$ cat src/rtl/scircuit_pkg.sv
// Shared definitions for the scircuit pipelined datapath: default widths,
// shift-mode encodings and the shift-amount width helper.
package scircuit_pkg;

    localparam int DATAWIDTH_DEF = 32;
    localparam int CNTW_DEF      = 16;

    typedef enum int {
        SH_FLAG = 0,
        SH_OPND = 1
    } sh_mode_e;

    function automatic int shw(input int w);
        return $clog2(w);
    endfunction

endpackage

$ cat src/rtl/pipe_stage_ctl.sv
// Valid bit and load enable for one elastic pipeline stage: the stage loads
// whenever it is empty or its downstream neighbour is loading this cycle.
module pipe_stage_ctl (
    input  logic clk,
    input  logic rst,
    input  logic i_up_valid,
    input  logic i_dn_load,
    output logic o_valid,
    output logic o_load,
    output logic o_capture
);

    logic r_valid;

    assign o_load    = !r_valid || i_dn_load;
    assign o_capture = o_load && i_up_valid;
    assign o_valid   = r_valid;

    // NOTE: sequential state uses non-blocking assignments so every register samples pre-edge values.
    always_ff @(posedge clk or negedge rst) begin
        if (!rst) begin
            r_valid <= 1'b0;
        end else if (o_load) begin
            r_valid <= i_up_valid;
        end
    end

endmodule

$ cat src/rtl/scircuit_pipe.sv
// Three-stage signed datapath: add/add/sub, compare and double mux, then
// logical-left / arithmetic-right shift, with valid/ready flow control.
module scircuit_pipe
    import scircuit_pkg::*;
#(
    parameter int DATAWIDTH = DATAWIDTH_DEF,
    parameter int SHMODE    = int'(SH_FLAG),
    parameter int CNTW      = CNTW_DEF
) (
    input  logic                        clk,
    input  logic                        rst,
    input  logic signed [DATAWIDTH-1:0] a,
    input  logic signed [DATAWIDTH-1:0] b,
    input  logic signed [DATAWIDTH-1:0] c,
    input  logic                        in_valid,
    output logic                        in_ready,
    output logic signed [DATAWIDTH-1:0] x,
    output logic signed [DATAWIDTH-1:0] z,
    output logic                        out_valid,
    input  logic                        out_ready,
    output logic [CNTW-1:0]             out_count
);

    localparam int SHW  = shw(DATAWIDTH);
    localparam bit OPND = (SHMODE == int'(SH_OPND));

    logic w_v1, w_v2, w_v3;
    logic w_ld1, w_ld2, w_ld3;
    logic w_cap1, w_cap2, w_cap3;

    pipe_stage_ctl u_s1 (
        .clk(clk), .rst(rst), .i_up_valid(in_valid), .i_dn_load(w_ld2),
        .o_valid(w_v1), .o_load(w_ld1), .o_capture(w_cap1)
    );
    pipe_stage_ctl u_s2 (
        .clk(clk), .rst(rst), .i_up_valid(w_v1), .i_dn_load(w_ld3),
        .o_valid(w_v2), .o_load(w_ld2), .o_capture(w_cap2)
    );
    pipe_stage_ctl u_s3 (
        .clk(clk), .rst(rst), .i_up_valid(w_v2), .i_dn_load(out_ready),
        .o_valid(w_v3), .o_load(w_ld3), .o_capture(w_cap3)
    );

    assign in_ready  = w_ld1;
    assign out_valid = w_v3;

    // Stage 1: sums and difference, wrapping modulo 2^DATAWIDTH.
    logic signed [DATAWIDTH-1:0] r_d, r_e, r_f;
    logic [SHW-1:0]              r_c1;

    // NOTE: data registers are reset too, so x/z read zero after reset rather than stale values.
    always_ff @(posedge clk or negedge rst) begin
        if (!rst) begin
            r_d  <= '0;
            r_e  <= '0;
            r_f  <= '0;
            r_c1 <= '0;
        end else if (w_cap1) begin
            r_d  <= a + b;
            r_e  <= a + c;
            r_f  <= a - b;
            r_c1 <= c[SHW-1:0];
        end
    end

    // Stage 2: signed compare, double mux, shift-amount selection.
    logic                        w_lt, w_eq;
    logic signed [DATAWIDTH-1:0] w_g, w_h;
    logic [SHW-1:0]              w_shx, w_shz;
    logic signed [DATAWIDTH-1:0] r_g, r_h;
    logic [SHW-1:0]              r_shx, r_shz;

    assign w_lt  = (r_d < r_e);
    assign w_eq  = (r_d == r_e);
    assign w_g   = w_lt ? r_e : r_d;
    assign w_h   = w_eq ? r_f : w_g;
    assign w_shx = OPND ? r_c1 : SHW'(w_lt);
    assign w_shz = OPND ? r_c1 : SHW'(w_eq);

    always_ff @(posedge clk or negedge rst) begin
        if (!rst) begin
            r_g   <= '0;
            r_h   <= '0;
            r_shx <= '0;
            r_shz <= '0;
        end else if (w_cap2) begin
            r_g   <= w_g;
            r_h   <= w_h;
            r_shx <= w_shx;
            r_shz <= w_shz;
        end
    end

    // Stage 3: output registers hold while the consumer stalls.
    logic signed [DATAWIDTH-1:0] r_x, r_z;
    logic [CNTW-1:0]             r_cnt;

    always_ff @(posedge clk or negedge rst) begin
        if (!rst) begin
            r_x <= '0;
            r_z <= '0;
        end else if (w_cap3) begin
            r_x <= r_g << r_shx;
            r_z <= r_h >>> r_shz;
        end
    end

    always_ff @(posedge clk or negedge rst) begin
        if (!rst) begin
            r_cnt <= '0;
        end else if (w_v3 && out_ready) begin
            r_cnt <= r_cnt + CNTW'(1);
        end
    end

    assign x         = r_x;
    assign z         = r_z;
    assign out_count = r_cnt;

endmodule

$ cat config.mk
export PLATFORM = sky130hd
export DESIGN_NAME = scircuit_pipe
export DESIGN_NICKNAME = d
export VERILOG_FILES = /design/src/rtl/scircuit_pkg.sv /design/src/rtl/pipe_stage_ctl.sv /design/src/rtl/scircuit_pipe.sv
export SDC_FILE = /design/constraint.sdc
export NUM_CORES = 1
export LEC_CHECK = 0
export ABC_AREA = 1
export CAP_MARGIN = 20
export CORE_ASPECT_RATIO = 1.75
export CORE_MARGIN = 2
export CORE_UTILIZATION = 55
export CTS_BUF_LIST = sky130_fd_sc_hd__clkbuf_2 sky130_fd_sc_hd__clkbuf_4 sky130_fd_sc_hd__clkbuf_8
export CTS_CLUSTER_SIZE = 12
export DETAILED_ROUTE_END_ITERATION = 10
export DONT_BUFFER_PORTS = 1
export HOLD_SLACK_MARGIN = 0.05
export PLACE_DENSITY_LB_ADDON = 0.2
export REMOVE_ABC_BUFFERS = 1
export SYNTH_ARGS = -nofsm -noshare
export SYNTH_HDL_FRONTEND = slang
export SYNTH_SLANG_ARGS = --single-unit
$ cat constraint.sdc
create_clock -name clk -period 4.6 [get_ports clk]
set_input_delay 0.92 -clock clk [delete_from_list [all_inputs] [get_ports clk]]
set_output_delay 0.92 -clock clk [all_outputs]
set_load 0.01 [all_outputs]
==> flow_summary.json <==
{
  "status": "finished clean",
  "routabilityCongestion": 1.04,
  "ant_nets": 0,
  "grt_setup_unrepaired": "no",
  "critPathMaxFanout": 32,
  "max_freq_mhz": 318,
  "combPwrFrac": 0.367,
  "via_per_inst": 5.87,
  "layout.nets": 2667,
  "tns_ns": 0,
  "area.growth.synth_to_final_pct": 6.77,
  "cp_num_buf_inv": 1,
  "p_sw_frac": 0.429,
  "cp_slowest_cell": "nor3b_2",
  "synth-async-reset-ratio": 1.00,
  "grt_pass1_vias": 16900,
  "drt_first_iter_violations": 1138,
  "path_class": "reg -> reg",
  "slew_viol_final": 0,
  "io_pins": 182,
  "crit_chain": "inv_1 > ha_1 > nand2_2 > nor2_1 > nor3b_2 > nand2_1 > nand2_2 > nand2_2 > nand3_1 > nand2_1 > nand2_1 > nand2_1",
  "r2r_start": "r_e[31]$_DFFE_PN0P_",
  "post-cts-setup-buffers": 0,
  "r2r_cells": 12,
  "power.switching_uw": 3980,
  "ys_seq_elements": 244,
  "finalCriticalPeriod_ns": 3.14,
  "die_x_um": 138,
  "path_depth": 12,
  "startpoint": "r_e[31]$_DFFE_PN0P_",
  "power_leakage_uw": 0.00938,
  "gr-total-overflow": 0,
  "antenna_found_initial": 0,
  "final_cell_area_um2": 18400,
  "synth_cells": 2474,
  "arrival_ns": 3.61,
  "fin_util": 0.597,
  "core_area_um2": 30700,
  "yosysSeqAreaShare": 0.355,
  "drive_gt1_frac": 0.0503,
  "synth_cell_types": 39,
  "maxSlewHeadroom": 0.306,
  "cp-end-kind": "flip-flop",
  "root_buffer": "clkbuf_8",
  "hold_buffers": 6,
  "tightest_slew_ns": 1.04,
  "worstPathRequired_ns": 5.07,
  "avgSynthCellArea_um2": 6.95,
  "crit_top_cell": "nand2_1",
  "core.rowCount": 85,
  "ir_drop_mv": 0.448,
  "vias": 16800,
  "hold_viol_final": 0,
  "grt_use_total": 0.373,
  "cts.clk_slew.worst_paths_ns": 0.07,
  "power_density_nw_per_um2": 506,
  "r2r_setup_slack_ns": 1.46,
  "p_int_uw": 5300,
  "post_cts_resize_count": 0,
  "power_frac_seq": 0.399,
  "tritoncts": "built",
  "drc": 0,
  "die_height_um": 238,
  "finClkSkew_ns": 0.0282,
  "crit_path_start_kind": "flip-flop",
  "slowest_delay_ns": 0.42,
  "ys.warnings.count": 0,
  "dpl.hpwl_mm": 47.2,
  "synth-edff-count": 0,
  "routed_wirelength_mm": 60.6,
  "pwr-share-clk": 0.234,
  "grt_max_degree": 148,
  "post_drt_wl_per_cell_um": 21.2,
  "place_area_um2": 17400,
  "total_power_uw": 9280,
  "finalCritPeriodShare": 0.683,
  "fp.dieArea_um2": 32700,
  "clockBufferDepth": 3,
  "fillCellCount": 2869,
  "cp_top_family": "simple AND/OR/NAND/NOR gates",
  "finalSetupViolCount": 0,
  "drv_cap": 0,
  "syn_area_um2": 17200,
  "yosys_most_used_dff": "dfrtp_1",
  "htreeDepth": 2,
  "firstDrtPassIters": 8,
  "crit_end": "r_g[1]$_DFFE_PN0P_",
  "grt_pass1_wl_mm": 92.3,
  "cts_buffers": 39,
  "min_path_type": "in -> async",
  "initial_core_util": 0.559,
  "r2r-end": "r_g[1]$_DFFE_PN0P_",
  "clk_latency_ns": 0.59,
  "portBuffers": 0,
  "cts_sinks": 244
}
power groups by stage:
stage	Combinational (uW)	Clock [uW]	Sequential, uW
2_1_floorplan	2420	0	3520
3_3_place_gp	3180	0	3690
3_5_place_dp	3300	0	3720
4_1_cts	3380	2190	3690
5_1_grt	3890	2290	3790
6_report	3410	2170	3700
registers in the layout, indices dropped and copies added, names as in the netlist, 16 cells and up:
register	flops
z	32
r_e	32
out_count	16
x	32
r_d	31
r_g	32
r_f	32
r_h	32
cell type report:
class	count	area [um2]	share of cell area
Multi-Input combinational cell	1874	9680	0.527
Clock inverter	14	181	0.00988
Tap cell	391	489	0.0267
Clock buffer	55	713	0.0389
Sequential cell	244	6110	0.333
Timing Repair Buffer	20	210	0.0115
Inverter	259	973	0.0530
Antenna cell	1	2.50	0.000136
how the worst min path moves through the flow:
stage	to	slack, ns	cells after the start
after CTS	r_g[20]$_DFFE_PN0P_	0.16	1
after global placement	u_s3.o_valid$_DFFE_PN0P_	0.46	2
after detailed placement	r_f[29]$_DFFE_PN0P_	0.46	2
after floorplan	r_h[0]$_DFFE_PN0P_	0.44	2
after global routing	x[17]$_DFFE_PN0P_	0.16	1
final	r_f[21]$_DFFE_PN0P_	0.17	1
metal layers:
layer | up-vias | share of wire | GRT usage
met4 | 0 | 0.071 | 0.226
met5 | - | 0 | 0
met1 | 7902 | 0.36 | 0.408
met3 | 176 | 0.058 | 0.0480
li1 | 8020 | - | -
met2 | 684 | 0.51 | 0.671
cells in the mapped netlist (4+ instances only):
cell type,number,share of area
a21boi_0,4,0.0017
dfrtp_1,244,0.36
clkbuf_1,57,0.012
o22ai_1,5,0.0018
o21ai_1,13,0.0038
a21o_1,10,0.0044
nand4_1,27,0.0098
o21bai_1,12,0.0052
nor4_1,7,0.0025
nand3b_1,10,0.0044
a21oi_1,144,0.042
xor2_1,36,0.018
or2_2,25,0.0091
nand2_1,738,0.16
nand3_1,190,0.055
nor3_1,25,0.0073
xnor2_1,12,0.0061
o21a_1,6,0.0026
buf_2,29,0.0084
ha_1,126,0.092
a31oi_1,61,0.022
nor2_1,210,0.046
o211ai_1,5,0.0022
buf_4,4,0.0017
o21ai_0,193,0.056
nand2_2,4,0.0015
inv_1,257,0.056
cell families (layout without fill, tap and decap cells):
group	Yosys count	count (layout)	share of synthesized area
buffers and inverters	356	348	0.0821
flip-flops	244	244	0.355
AND/OR/NAND/NOR	1240	1240	0.299
other	0	1	0
XOR/XNOR	48	48	0.0245
adder cells (fa/ha/maj)	129	129	0.0952
AO/OA/AOI/OAI	457	457	0.144
layout by cell type (no fill, tap or decap), drive strengths merged, types with 4 or more instances in the layout:
cell type / synthesis / routed
a21boi: 4 / 4
a21o: 10 / 10
a21oi: 145 / 145
a31oi: 61 / 61
buf: 39 / 17
bufinv: 0 / 4
clkbuf: 58 / 55
clkinv: 0 / 9
dfrtp: 244 / 244
ha: 126 / 126
inv: 259 / 260
nand2: 742 / 742
nand3: 191 / 191
nand3b: 10 / 10
nand4: 27 / 27
nor2: 210 / 210
nor3: 25 / 25
nor4: 7 / 7
o211ai: 5 / 5
o21a: 6 / 6
o21ai: 206 / 206
o21bai: 12 / 12
o22ai: 5 / 5
or2: 26 / 26
xnor2: 12 / 12
xor2: 36 / 36
stage by stage:
stage	hold slack, ns	std cells	worst slack [ns]
global placement	0.457	2782	1.08
detailed placement	0.462	2782	1.09
floorplan	0.444	2377	-0.235
finish	0.167	2858	1.46
global route	0.156	2857	1.37
CTS	0.157	2857	1.52
(Power assumes the default switching activity.)
